$ cat src/rtl/usr_seq_ctrl_if.sv
// Command handshake between a requester and the shift-register sequencer.
interface usr_seq_ctrl_if #(
    parameter int unsigned WIDTH = 4,
    parameter int unsigned CNT_W = 3
);
    logic             cmd_valid;
    logic             cmd_ready;
    logic [1:0]       cmd_op;
    logic [CNT_W-1:0] cmd_cnt;
    logic [WIDTH-1:0] cmd_data;
    logic             cmd_fill;

    modport master (
        output cmd_valid, cmd_op, cmd_cnt, cmd_data, cmd_fill,
        input  cmd_ready
    );

    modport slave (
        input  cmd_valid, cmd_op, cmd_cnt, cmd_data, cmd_fill,
        output cmd_ready
    );
endinterface

$ cat src/rtl/usr_seq_ctrl.sv
// Sequencer that turns load/shift/rotate commands into cycle-by-cycle
// mode, load, data and serial-in drives for a universal shift register.
module usr_seq_ctrl #(
    parameter int unsigned WIDTH = 4,
    parameter int unsigned CNT_W = 3
) (
    input  logic             clk,
    input  logic             rst,
    usr_seq_ctrl_if.slave    cmd,
    output logic [1:0]       usr_s,
    output logic             usr_ld,
    output logic [WIDTH-1:0] usr_din,
    output logic             usr_sin,
    input  logic [WIDTH-1:0] usr_q,
    output logic             busy,
    output logic             done
);
    localparam logic [1:0] OP_LOAD   = 2'b00;
    localparam logic [1:0] OP_SHL    = 2'b10;
    localparam logic [1:0] OP_ROTR   = 2'b11;
    localparam logic [1:0] MODE_HOLD = 2'b00;
    localparam logic [1:0] MODE_SHR  = 2'b01;
    localparam logic [1:0] MODE_SHL  = 2'b10;
    localparam logic [1:0] MODE_LOAD = 2'b11;

    typedef enum logic [1:0] {IDLE, LOAD, SHIFT, DONE} state_t;

    state_t           state;
    logic [1:0]       op_q;
    logic [CNT_W-1:0] remaining;
    logic             ready;
    logic             sin_r;
    logic             rot_active;
    logic             unused_q;

    // Only usr_q[0] is fed back (rotate); the upper bits are observed but not needed.
    assign unused_q      = ^usr_q[WIDTH-1:1];
    assign cmd.cmd_ready = ready;
    assign rot_active    = (state == SHIFT) && (op_q == OP_ROTR);
    assign usr_sin       = rot_active ? usr_q[0] : sin_r;

    // State, latched command fields and registered output drives.
    always_ff @(posedge clk) begin
        if (!rst) begin
            state     <= IDLE;
            op_q      <= OP_LOAD;
            remaining <= '0;
            ready     <= 1'b1;
            usr_s     <= MODE_HOLD;
            usr_ld    <= 1'b0;
            usr_din   <= '0;
            sin_r     <= 1'b0;
            busy      <= 1'b0;
            done      <= 1'b0;
        end else begin
            unique case (state)
                IDLE: begin
                    if (cmd.cmd_valid && ready) begin
                        op_q  <= cmd.cmd_op;
                        ready <= 1'b0;
                        busy  <= 1'b1;
                        if (cmd.cmd_op == OP_LOAD) begin
                            state   <= LOAD;
                            usr_s   <= MODE_LOAD;
                            usr_ld  <= 1'b1;
                            usr_din <= cmd.cmd_data;
                        end else if (cmd.cmd_cnt == '0) begin
                            state <= DONE;
                            done  <= 1'b1;
                        end else begin
                            state     <= SHIFT;
                            remaining <= cmd.cmd_cnt;
                            usr_s     <= (cmd.cmd_op == OP_SHL) ? MODE_SHL : MODE_SHR;
                            sin_r     <= (cmd.cmd_op == OP_ROTR) ? 1'b0 : cmd.cmd_fill;
                        end
                    end
                end
                LOAD: begin
                    state   <= DONE;
                    usr_s   <= MODE_HOLD;
                    usr_ld  <= 1'b0;
                    usr_din <= '0;
                    done    <= 1'b1;
                end
                SHIFT: begin
                    remaining <= remaining - CNT_W'(1);
                    if (remaining == CNT_W'(1)) begin
                        state <= DONE;
                        usr_s <= MODE_HOLD;
                        sin_r <= 1'b0;
                        done  <= 1'b1;
                    end
                end
                DONE: begin
                    state <= IDLE;
                    done  <= 1'b0;
                    busy  <= 1'b0;
                    ready <= 1'b1;
                end
                default: begin
                    state <= IDLE;
                end
            endcase
        end
    end
endmodule

$ cat src/flat_wrapper.sv
// flat-port wrapper written by rule: the top's interface ports become plain ports
module usr_seq_ctrl_flat 
#(
    parameter int unsigned WIDTH = 4,
    parameter int unsigned CNT_W = 3
)
  (clk, rst, usr_s, usr_ld, usr_din, usr_sin, usr_q, busy, done, cmd_cmd_valid, cmd_cmd_op, cmd_cmd_cnt, cmd_cmd_data, cmd_cmd_fill, cmd_cmd_ready);
  usr_seq_ctrl_if #(.WIDTH(WIDTH), .CNT_W(CNT_W)) cmd_i ();
  input  logic clk;
  input  logic rst;
  output logic [1:0] usr_s;
  output logic usr_ld;
  output logic [WIDTH-1:0] usr_din;
  output logic usr_sin;
  input  logic [WIDTH-1:0] usr_q;
  output logic busy;
  output logic done;
  input wire logic [$bits(cmd_i.cmd_valid)-1:0] cmd_cmd_valid;
  input wire logic [$bits(cmd_i.cmd_op)-1:0] cmd_cmd_op;
  input wire logic [$bits(cmd_i.cmd_cnt)-1:0] cmd_cmd_cnt;
  input wire logic [$bits(cmd_i.cmd_data)-1:0] cmd_cmd_data;
  input wire logic [$bits(cmd_i.cmd_fill)-1:0] cmd_cmd_fill;
  output wire logic [$bits(cmd_i.cmd_ready)-1:0] cmd_cmd_ready;
  assign cmd_i.cmd_valid = cmd_cmd_valid;
  assign cmd_i.cmd_op = cmd_cmd_op;
  assign cmd_i.cmd_cnt = cmd_cmd_cnt;
  assign cmd_i.cmd_data = cmd_cmd_data;
  assign cmd_i.cmd_fill = cmd_cmd_fill;
  assign cmd_cmd_ready = cmd_i.cmd_ready;
  usr_seq_ctrl #(.WIDTH(WIDTH), .CNT_W(CNT_W)) u_core (.clk(clk), .rst(rst), .cmd(cmd_i), .usr_s(usr_s), .usr_ld(usr_ld), .usr_din(usr_din), .usr_sin(usr_sin), .usr_q(usr_q), .busy(busy), .done(done));
endmodule
$ cat config.mk
export PLATFORM = sky130hd
export DESIGN_NAME = usr_seq_ctrl_flat
export DESIGN_NICKNAME = d
export VERILOG_FILES = /design/src/rtl/usr_seq_ctrl_if.sv /design/src/rtl/usr_seq_ctrl.sv /design/src/flat_wrapper.sv
export SDC_FILE = /design/constraint.sdc
export NUM_CORES = 1
export LEC_CHECK = 0
export BUFFER_PORTS_ARGS = -buffer_cell sky130_fd_sc_hd__clkbuf_2
export CAP_MARGIN = 10
export CORE_UTILIZATION = 56
export CTS_BUF_LIST = sky130_fd_sc_hd__clkbuf_2
export CTS_CLUSTER_DIAMETER = 60
export DETAILED_ROUTE_END_ITERATION = 16
export PLACE_DENSITY = 0.88
export SLEW_MARGIN = 15
export SYNTH_ARGS = -nofsm -noshare
export SYNTH_HDL_FRONTEND = slang
export SYNTH_SLANG_ARGS = --single-unit
$ cat constraint.sdc
create_clock -name clk -period 4.5 [get_ports clk]
set_input_delay 0.9 -clock clk [delete_from_list [all_inputs] [get_ports clk]]
set_output_delay 0.9 -clock clk [all_outputs]
set_load 0.05 [all_outputs]
**Word level (Yosys, flattened, before mapping)**

Cells that the tools add are included.

- Equality and inequality tests: 14
- Shift-type cells: 0
- Multipliers: 0
- Add/subtract/negate cells: 1
- Order comparisons: 0
- Mux-type cells: 37
- Reduce and logical (&&, ||, !) cells: 17
- Bitwise gates (word level): 0
- Div/mod/pow operators: 0

Operator list:

| operator | number |
|---|---|
| $mux 2 | 8 |
| $mux 1 | 15 |
| $reduce_and 4->1 | 3 |
| $eq 2x2->1 const B | 5 |
| $mux 3 | 3 |
| $mux 4 | 2 |
| $pmux 1 s2 | 4 |
| $pmux 2 s4 | 1 |
| $pmux 4 s2 | 1 |
| $ne 2x1->1 const B | 3 |
| $ne 2x2->1 const B | 3 |
| $pmux 2 s3 | 1 |
| $pmux 3 s2 | 1 |
| $reduce_and 2->1 | 3 |
| $reduce_bool 2->1 | 3 |
| $reduce_and 5->1 | 1 |
| $logic_not 2->1 | 2 |
| $pmux 1 s4 | 1 |
| $eq 3x1->1 const B | 1 |
| $logic_not 3->1 | 1 |
| $ne 3x2->1 const B | 1 |
| $reduce_and 3->1 | 1 |
| $reduce_bool 3->1 | 1 |
| $sub 3x1->3 const B | 1 |
| other kinds (2) | 3 |

- Bits in writable memories: 0
- Logic and storage cells: 79
- Latch bits: 0
- Memories kept: 0
- Bits in registers: 18
- ROM bits: 0
- Output and inout bits: 11

**Depth between registers and ports, before layout**

Gate-level depths: netlist of run 1.

- Depth after elaboration: 6
- Mapped depth: 7

**Worst setup path before layout of run 1**

OpenSTA, ideal clock, no wires.

- Path kind: register to output
- Start point: register u_core.state[0]
- End point: output port usr_sin
- Required time: 3.600 ns
- Setup slack: 2.226 ns
- Stages on the path, launching flop included: 6
- Path buffers: 1
- Arrival: 1.374 ns
- Cells stage by stage: dfxtp_1 > inv_1 > ha_1 > clkbuf_1 > nand3_1 > mux2_2

- Cells in the longest elaborated chain, start to end: 3

RTL lines:

| item | RTL line | text |
|---|---|---|
| start: declaration | usr_seq_ctrl.sv:28 | `state_t state;` |
| start signal: assignment | usr_seq_ctrl.sv:45 | `state <= IDLE;` |
| start signal: assignment | usr_seq_ctrl.sv:63 | `state <= LOAD;` |
| start signal: assignment | usr_seq_ctrl.sv:68 | `state <= DONE;` |
| $eq 2x2->1 | usr_seq_ctrl.sv:39 | `assign rot_active = (state == SHIFT) && (op_q == OP_ROTR);` |
| $logic_and 1x1->1 | usr_seq_ctrl.sv:39 |  |
| $mux 1 | usr_seq_ctrl.sv:40 | `assign usr_sin = rot_active ? usr_q[0] : sin_r;` |
| end: declaration | flat_wrapper.sv:14 | `output logic usr_sin;` |

No other way between the ends.

**Worst setup path after layout of run 1**

Same ends and word-level chain as after synthesis.

==> results.ini, run 1 <==
[run_status]
run_status=complete, no violations

[die]
start_util_pct=61.7
core_area_mm2=0.00154
die_height_um=43.2
io_pins=28
fp-row-count=14
die_area_mm2=0.00187
fp.dieW_um=43.2

[sta]
hold_viol_final=0
drv_slew=0
rsz0062_at_grt=no
fin_setup_tns_ps=0
fin_skew_ps=6.25
period_share_pct=60.9
fmax_mhz=365
worst_pin_slew_ps=539
period_needed_ps=2740
slew-limit-headroom_pct=64.0
finalSetupViolations=0

[worst_setup_path]
reg2reg_slack_ps=2470
cp.arrival_ps=1840
rr_startpoint=u_core.state[0]$_SDFFE_PN0P_
reg2reg_depth=6
critPathSlowestCell=dfxtp_1
crit_path_start_kind=register
critPathMaxFanout=11
r2r-end=u_core.usr_s[1]$_SDFFE_PN0P_
worstSetupPathType=reg -> out
cp-end-kind=primary output
path_cells=inv_1 > ha_1 > nand3_1 > mux2_2 > clkbuf_2
cp_slowest_stage_delay_ps=410
required_ps=3600

[detailed_routing]
routed_wl_um=1990
wl_per_cell_um=13.6
drtPass1Iterations=4
vias=867
viasPerCell=5.90
drt_iter0_drc=32
drc=0
ant_nets=0

[place]
gp_congestion=0.808
hpwl_um=1510
io_buffer_count=24
placed_area_mm2=0.00108

[min_path]
hold_depth=2
min_to=u_core.usr_s[0]$_SDFFE_PN0P_
min_from=u_core.usr_s[0]$_SDFFE_PN0P_
hp-class=reg -> reg

[yosys]
avgSynthCellArea_um2=8.89
synthCells=107
syn_area_um2=951
synth.distinct_cells=33
yosysSeqAreaShare_pct=37.9
ys_ff_latch=18
syn-num-nets=130
yosysWarnings=0

[cells_and_area]
multi_input_area_um2=544
final_common_cell=clkbuf_2
antenna_cells=0
register_area_um2=360
final_nets=156
final_cell_area_mm2=0.00109
fill_cells=129
final_layout_size_suffix_gt1_share_pct=26.0
final_cell_mix=clkbuf_2 (27), dfxtp_1 (18), a21oi_1 (10), nor2_1 (10), inv_1 (9)
areaGrowthSynthToFinish_pct=15.0

[global_routing]
grtUsageTotal_pct=23.5
first_global_vias=827
grt_max_degree=15
grt_pass1_wl_um=3330
antenna_found_initial=0
grt-ovfl-total=0

[cts]
postCtsSetupBuffers=0
clock_path_buffers=2
clkLatencyLatePin_ps=300
clk_pin_slew_ps=150
cts-root-buf=clkbuf_2
numCtsBuffers=3
cts_tree=done
ctsHoldBuffers=0
cts_sinks=18
ctsResizeCount=0
cts-htree-levels=1

[power]
ir_drop_mv=0.512
leakage_nw=0.492
power_density_mw_per_mm2=642

[run]
maxCapViolations=0

-- worst max path at each step --
stage / cells after the start / to / slack [ps] / from
after floorplan: 5 / usr_sin / 2230 / u_core.state[0]$_SDFFE_PN0P_
after detailed placement: 5 / usr_sin / 2120 / u_core.state[0]$_SDFFE_PN0P_
after global placement: 5 / usr_sin / 2140 / u_core.state[0]$_SDFFE_PN0P_
final: 5 / usr_sin / 1760 / u_core.state[0]$_SDFFE_PN0P_
after global routing: 5 / usr_sin / 1600 / u_core.state[0]$_SDFFE_PN0P_
after CTS: 5 / usr_sin / 1760 / u_core.state[0]$_SDFFE_PN0P_
-- sequential cells by signal, indices dropped and copies added (netlist names) --
| name | count |
|---|---|
| u_core.usr_din | 4 |
| u_core.state | 2 |
| u_core.busy | 1 |
| u_core.done | 1 |
| u_core.remaining | 3 |
| u_core.op_q | 2 |
| u_core.usr_s | 2 |
| u_core.usr_ld | 1 |
| u_core.cmd.cmd_ready | 1 |
| u_core.sin_r | 1 |
-- metrics by stage --
stage               util [%]  hold slack (ps)  setup slack [ps]  total power [mW]  instances
floorplan                  -              461              2230             0.559        107
detailed placement      70.0              461              2120             0.637        144
global route            70.9              496              1600             0.759        147
global placement        70.0              446              2140             0.624        144
CTS                     70.9              480              1760             0.702        147
finish                  70.9              473              1760             0.702        147
-- Yosys cell counts --
master	count	area [um^2]
mux2_2	1	11.3
nor3b_1	1	7.51
o21a_1	1	7.51
nor4_2	1	12.5
a21oi_1	10	50.1
nand2b_1	4	25.0
inv_1	9	33.8
a22oi_2	1	12.5
a31o_2	1	8.76
clkbuf_1	2	7.51
a211oi_1	3	22.5
o211ai_2	1	12.5
a311oi_1	1	8.76
nor3_1	1	5.00
buf_2	1	5.00
a22oi_1	5	37.5
a211oi_2	1	12.5
ha_1	6	75.1
a21boi_0	1	7.51
nor4b_2	1	15.0
nand2_1	6	22.5
o41a_1	1	11.3
and2_1	1	6.26
nand3b_1	1	7.51
o31ai_1	2	15.0
mux2i_1	5	50.1
dfxtp_1	18	360
nand3_1	3	15.0
a211o_1	1	8.76
o21ai_0	5	25.0
nor2_1	10	37.5
o211ai_1	1	7.51
or3_1	1	6.26
-- area by class of cell --
| type | instances | share of cell area, % |
|---|---|---|
| multi-input cells | 77 | 49.8 |
| flip-flops and latches | 18 | 33.0 |
| repair buffers | 24 | 11.0 |
| inverters | 9 | 3.09 |
| well taps | 16 | 1.83 |
| clock buffers | 3 | 1.37 |
-- worst max-delay path: cells and delay by family, from the launching register on --
kind | cells | cell delay (ps)
buf+inv | 2 | 310
fa+ha+maj | 1 | 340
flops | 1 | 410
simple gates | 1 | 140
mux | 1 | 330
-- cells by family after synthesis --
| kind of cell | synth area share [%] |
|---|---|
| fa+ha+maj | 7.89 |
| simple gates | 16.8 |
| compound gates | 26.1 |
| mux | 6.45 |
| buf+inv | 4.87 |
| flops | 37.9 |
-- routing by layer --
metal  GRT usage [%]  part of all wire (%)  up-vias  wire (um)
met5               0                     0        -          0
met4            9.70                   2.3        0         45
met3            5.11                   3.7        7         74
met2            38.5                    48       32        956
met1            29.6                    46      394        917
li1                -                     -      434          -
-- report_power, final --
group,internal [mW],switching [mW]
clock network,0.0182,0.0475
registers,0.204,0.0290
logic,0.142,0.261
total,0.364,0.338
(Power assumes the default switching activity.)
==> inputs of run 2 (changes only) <==
--- a/config.mk
+++ b/config.mk
@@ -7,11 +7,11 @@
 export LEC_CHECK = 0
 export BUFFER_PORTS_ARGS = -buffer_cell sky130_fd_sc_hd__clkbuf_2
 export CAP_MARGIN = 10
-export CORE_UTILIZATION = 56
+export CORE_UTILIZATION = 52
 export CTS_BUF_LIST = sky130_fd_sc_hd__clkbuf_2
 export CTS_CLUSTER_DIAMETER = 60
 export DETAILED_ROUTE_END_ITERATION = 16
-export PLACE_DENSITY = 0.88
+export PLACE_DENSITY = 0.82
 export SLEW_MARGIN = 15
 export SYNTH_ARGS = -nofsm -noshare
 export SYNTH_HDL_FRONTEND = slang
==> constraint.sdc (replaced) <==
create_clock -name clk -period 2.56 [get_ports clk]
set_input_delay 0.512 -clock clk [delete_from_list [all_inputs] [get_ports clk]]
set_output_delay 0.512 -clock clk [all_outputs]
set_load 0.05 [all_outputs]
==> run 2 against run 1 <==
Design area rose by 1.0%. Combinational power grew 75%. Worst setup slack got worse by 1600 ps. Die area increased by 7.4%. Clock power rose by 74%. Sequential cell count unchanged. Worst hold slack lost 8.0 ps. Critical path type unchanged. Highest routed layer unchanged.
==> results.ini, run 2 (synthesized netlist as in run 1, its figures left out) <==
[sta]
hold_ws_ps=465  ; was 473 ps
fin_skew_ps=11.1  ; was 6.25 ps
worst_pin_slew_ps=529  ; was 539 ps
rsz0062_at_grt=no  ; unchanged
hold_viol_final=0  ; unchanged
drv_slew=0  ; unchanged
fmax_mhz=422
fin_setup_tns_ps=0  ; unchanged
slew-limit-headroom_pct=64.6  ; was 64.0%
period_needed_ps=2370
period_share_pct=92.6
finalSetupViolations=0  ; unchanged

[global_routing]
met1_usage_pct=28.0  ; was 29.6%
grt-ovfl-total=0  ; unchanged
grt_max_degree=15  ; unchanged
antenna_found_initial=0  ; unchanged
first_global_vias=781  ; was 827
grt_use_met3_pct=2.40  ; was 5.11%
grt_pass1_wl_um=3310  ; was 3330 um
grtUsageTotal_pct=22.4  ; was 23.5%
met2_usage_pct=39.4  ; was 38.5%
grt_busiest_layer=met2  ; unchanged

[cells_and_area]
final_cell_mix=clkbuf_2 (27), dfxtp_1 (18), a21oi_1 (10), nor2_1 (10), inv_1 (9)  ; unchanged
largest_register_ffs=4  ; unchanged
areaGrowthSynthToFinish_pct=16.2  ; was 15.0%
stdcell_count=156  ; was 147
final_nets=156  ; unchanged
final_common_cell=clkbuf_2  ; unchanged
final_layout_size_suffix_gt1_share_pct=26.0  ; unchanged
reg_top3=u_core.usr_din (4), u_core.remaining (3)  ; unchanged
antenna_cells=0  ; unchanged
largest_register=u_core.usr_din  ; unchanged

[detailed_routing]
drc=0  ; unchanged
routed_wl_um=2000  ; was 1990 um
vias=888  ; was 867
drtPass1Iterations=4  ; unchanged
ant_nets=0  ; unchanged
wl_per_cell_um=12.8  ; was 13.6 um
drt_iter0_drc=16  ; was 32
viasPerCell=5.69  ; was 5.90

[cts]
clk_pin_slew_ps=170  ; was 150 ps
clkLatencyLatePin_ps=290  ; was 300 ps
cts_sinks=18  ; unchanged
numCtsBuffers=3  ; unchanged
ctsResizeCount=0  ; unchanged
cts-htree-levels=1  ; unchanged
postCtsSetupBuffers=0  ; unchanged
clock_path_buffers=2  ; unchanged
cts-root-buf=clkbuf_2  ; unchanged
cts_tree=done  ; unchanged
ctsHoldBuffers=0  ; unchanged

[worst_setup_path]
crit_buf_inv=2  ; unchanged
cp.arrival_ps=1860  ; was 1840 ps
crit_family=flip-flops  ; unchanged
crit_path_start_kind=register  ; unchanged
cp_slowest_stage_delay_ps=420  ; was 410 ps
worstSetupPathType=reg -> out  ; unchanged
critPathMaxFanout=11  ; unchanged
critPathSlowestCell=dfxtp_1  ; unchanged
path_cells=inv_1 > ha_1 > nand3_1 > mux2_2 > clkbuf_2  ; unchanged
cp-end-kind=primary output  ; unchanged
required_ps=2050  ; was 3600 ps

[power]
leakage_nw=0.492  ; unchanged
ir_drop_mv=0.665  ; was 0.512 mV
power_density_mw_per_mm2=1110  ; was 642 mW/mm^2

[die]
fp-row-count=15  ; was 14
core_area_mm2=0.00173  ; was 0.00154 mm^2
die_area_mm2=0.00200  ; was 0.00187 mm^2
io_pins=28  ; unchanged
fp.dieW_um=44.8  ; was 43.2 um
start_util_pct=55.1  ; was 61.7%
die_height_um=44.8  ; was 43.2 um

[place]
post-place-cells=153  ; was 144
gp_congestion=0.812  ; was 0.808
io_buffer_count=24  ; unchanged
hpwl_um=1500  ; was 1510 um

[min_path]
hp-class=in -> reg  ; was reg -> reg

[run]
maxCapViolations=0  ; unchanged

[run_status]
run_status=complete, no violations  ; unchanged

[run 2: final cells by class]
type	count	area, um^2
tap	25	31.3
multi-input combinational	77	544
inverter	9	33.8
fill	147	622
sequential	18	360
clock buffer	3	15.0
timing repair buffer	24	120
[run 2: path summary, 6_finish.rpt]
kind,from,endpoint,slack (ps),cells past startpoint
setup reg to reg,u_core.state[0]$_SDFFE_PN0P_,u_core.usr_s[0]$_SDFFE_PN0P_,510,6
hold / removal,cmd_cmd_data[3],u_core.usr_din[3]$_SDFFE_PN0P_,460,3
hold reg to reg,u_core.usr_s[0]$_SDFFE_PN0P_,u_core.usr_s[0]$_SDFFE_PN0P_,470,2
setup / recovery,u_core.state[0]$_SDFFE_PN0P_,usr_sin,190,5
[run 2: worst min-delay path: cells and delay by family]
kind                   cells  cell delay, ps
buffers and inverters      1              80
and+or+nand+nor            1              80
AOI/OAI and AO/OA          1              70
[run 2: metal layers]
layer	vias to the layer above	wire length, um
li1	436	-
met2	38	1030
met5	-	0
met4	0	22
met1	410	836
met3	4	110
[run 2: power by group]
group / total, mW / switching (mW) / internal (mW)
Clock: 0.114 / 0.0820 / 0.0320
Combinational: 0.706 / 0.457 / 0.249
Sequential: 0.411 / 0.0524 / 0.359
[run 2: per-stage QoR]
stage / utilization [%] / cell area (um^2) / worst slack (ps) / total power [mW]
after global placement: 63.1 / 1090 / 592 / 1.10
after global routing: 64.0 / 1100 / 89.8 / 1.33
after detailed placement: 63.1 / 1090 / 533 / 1.12
final: 64.0 / 1100 / 190 / 1.23
after CTS: 64.0 / 1100 / 202 / 1.24
after floorplan: - / 951 / 674 / 0.982
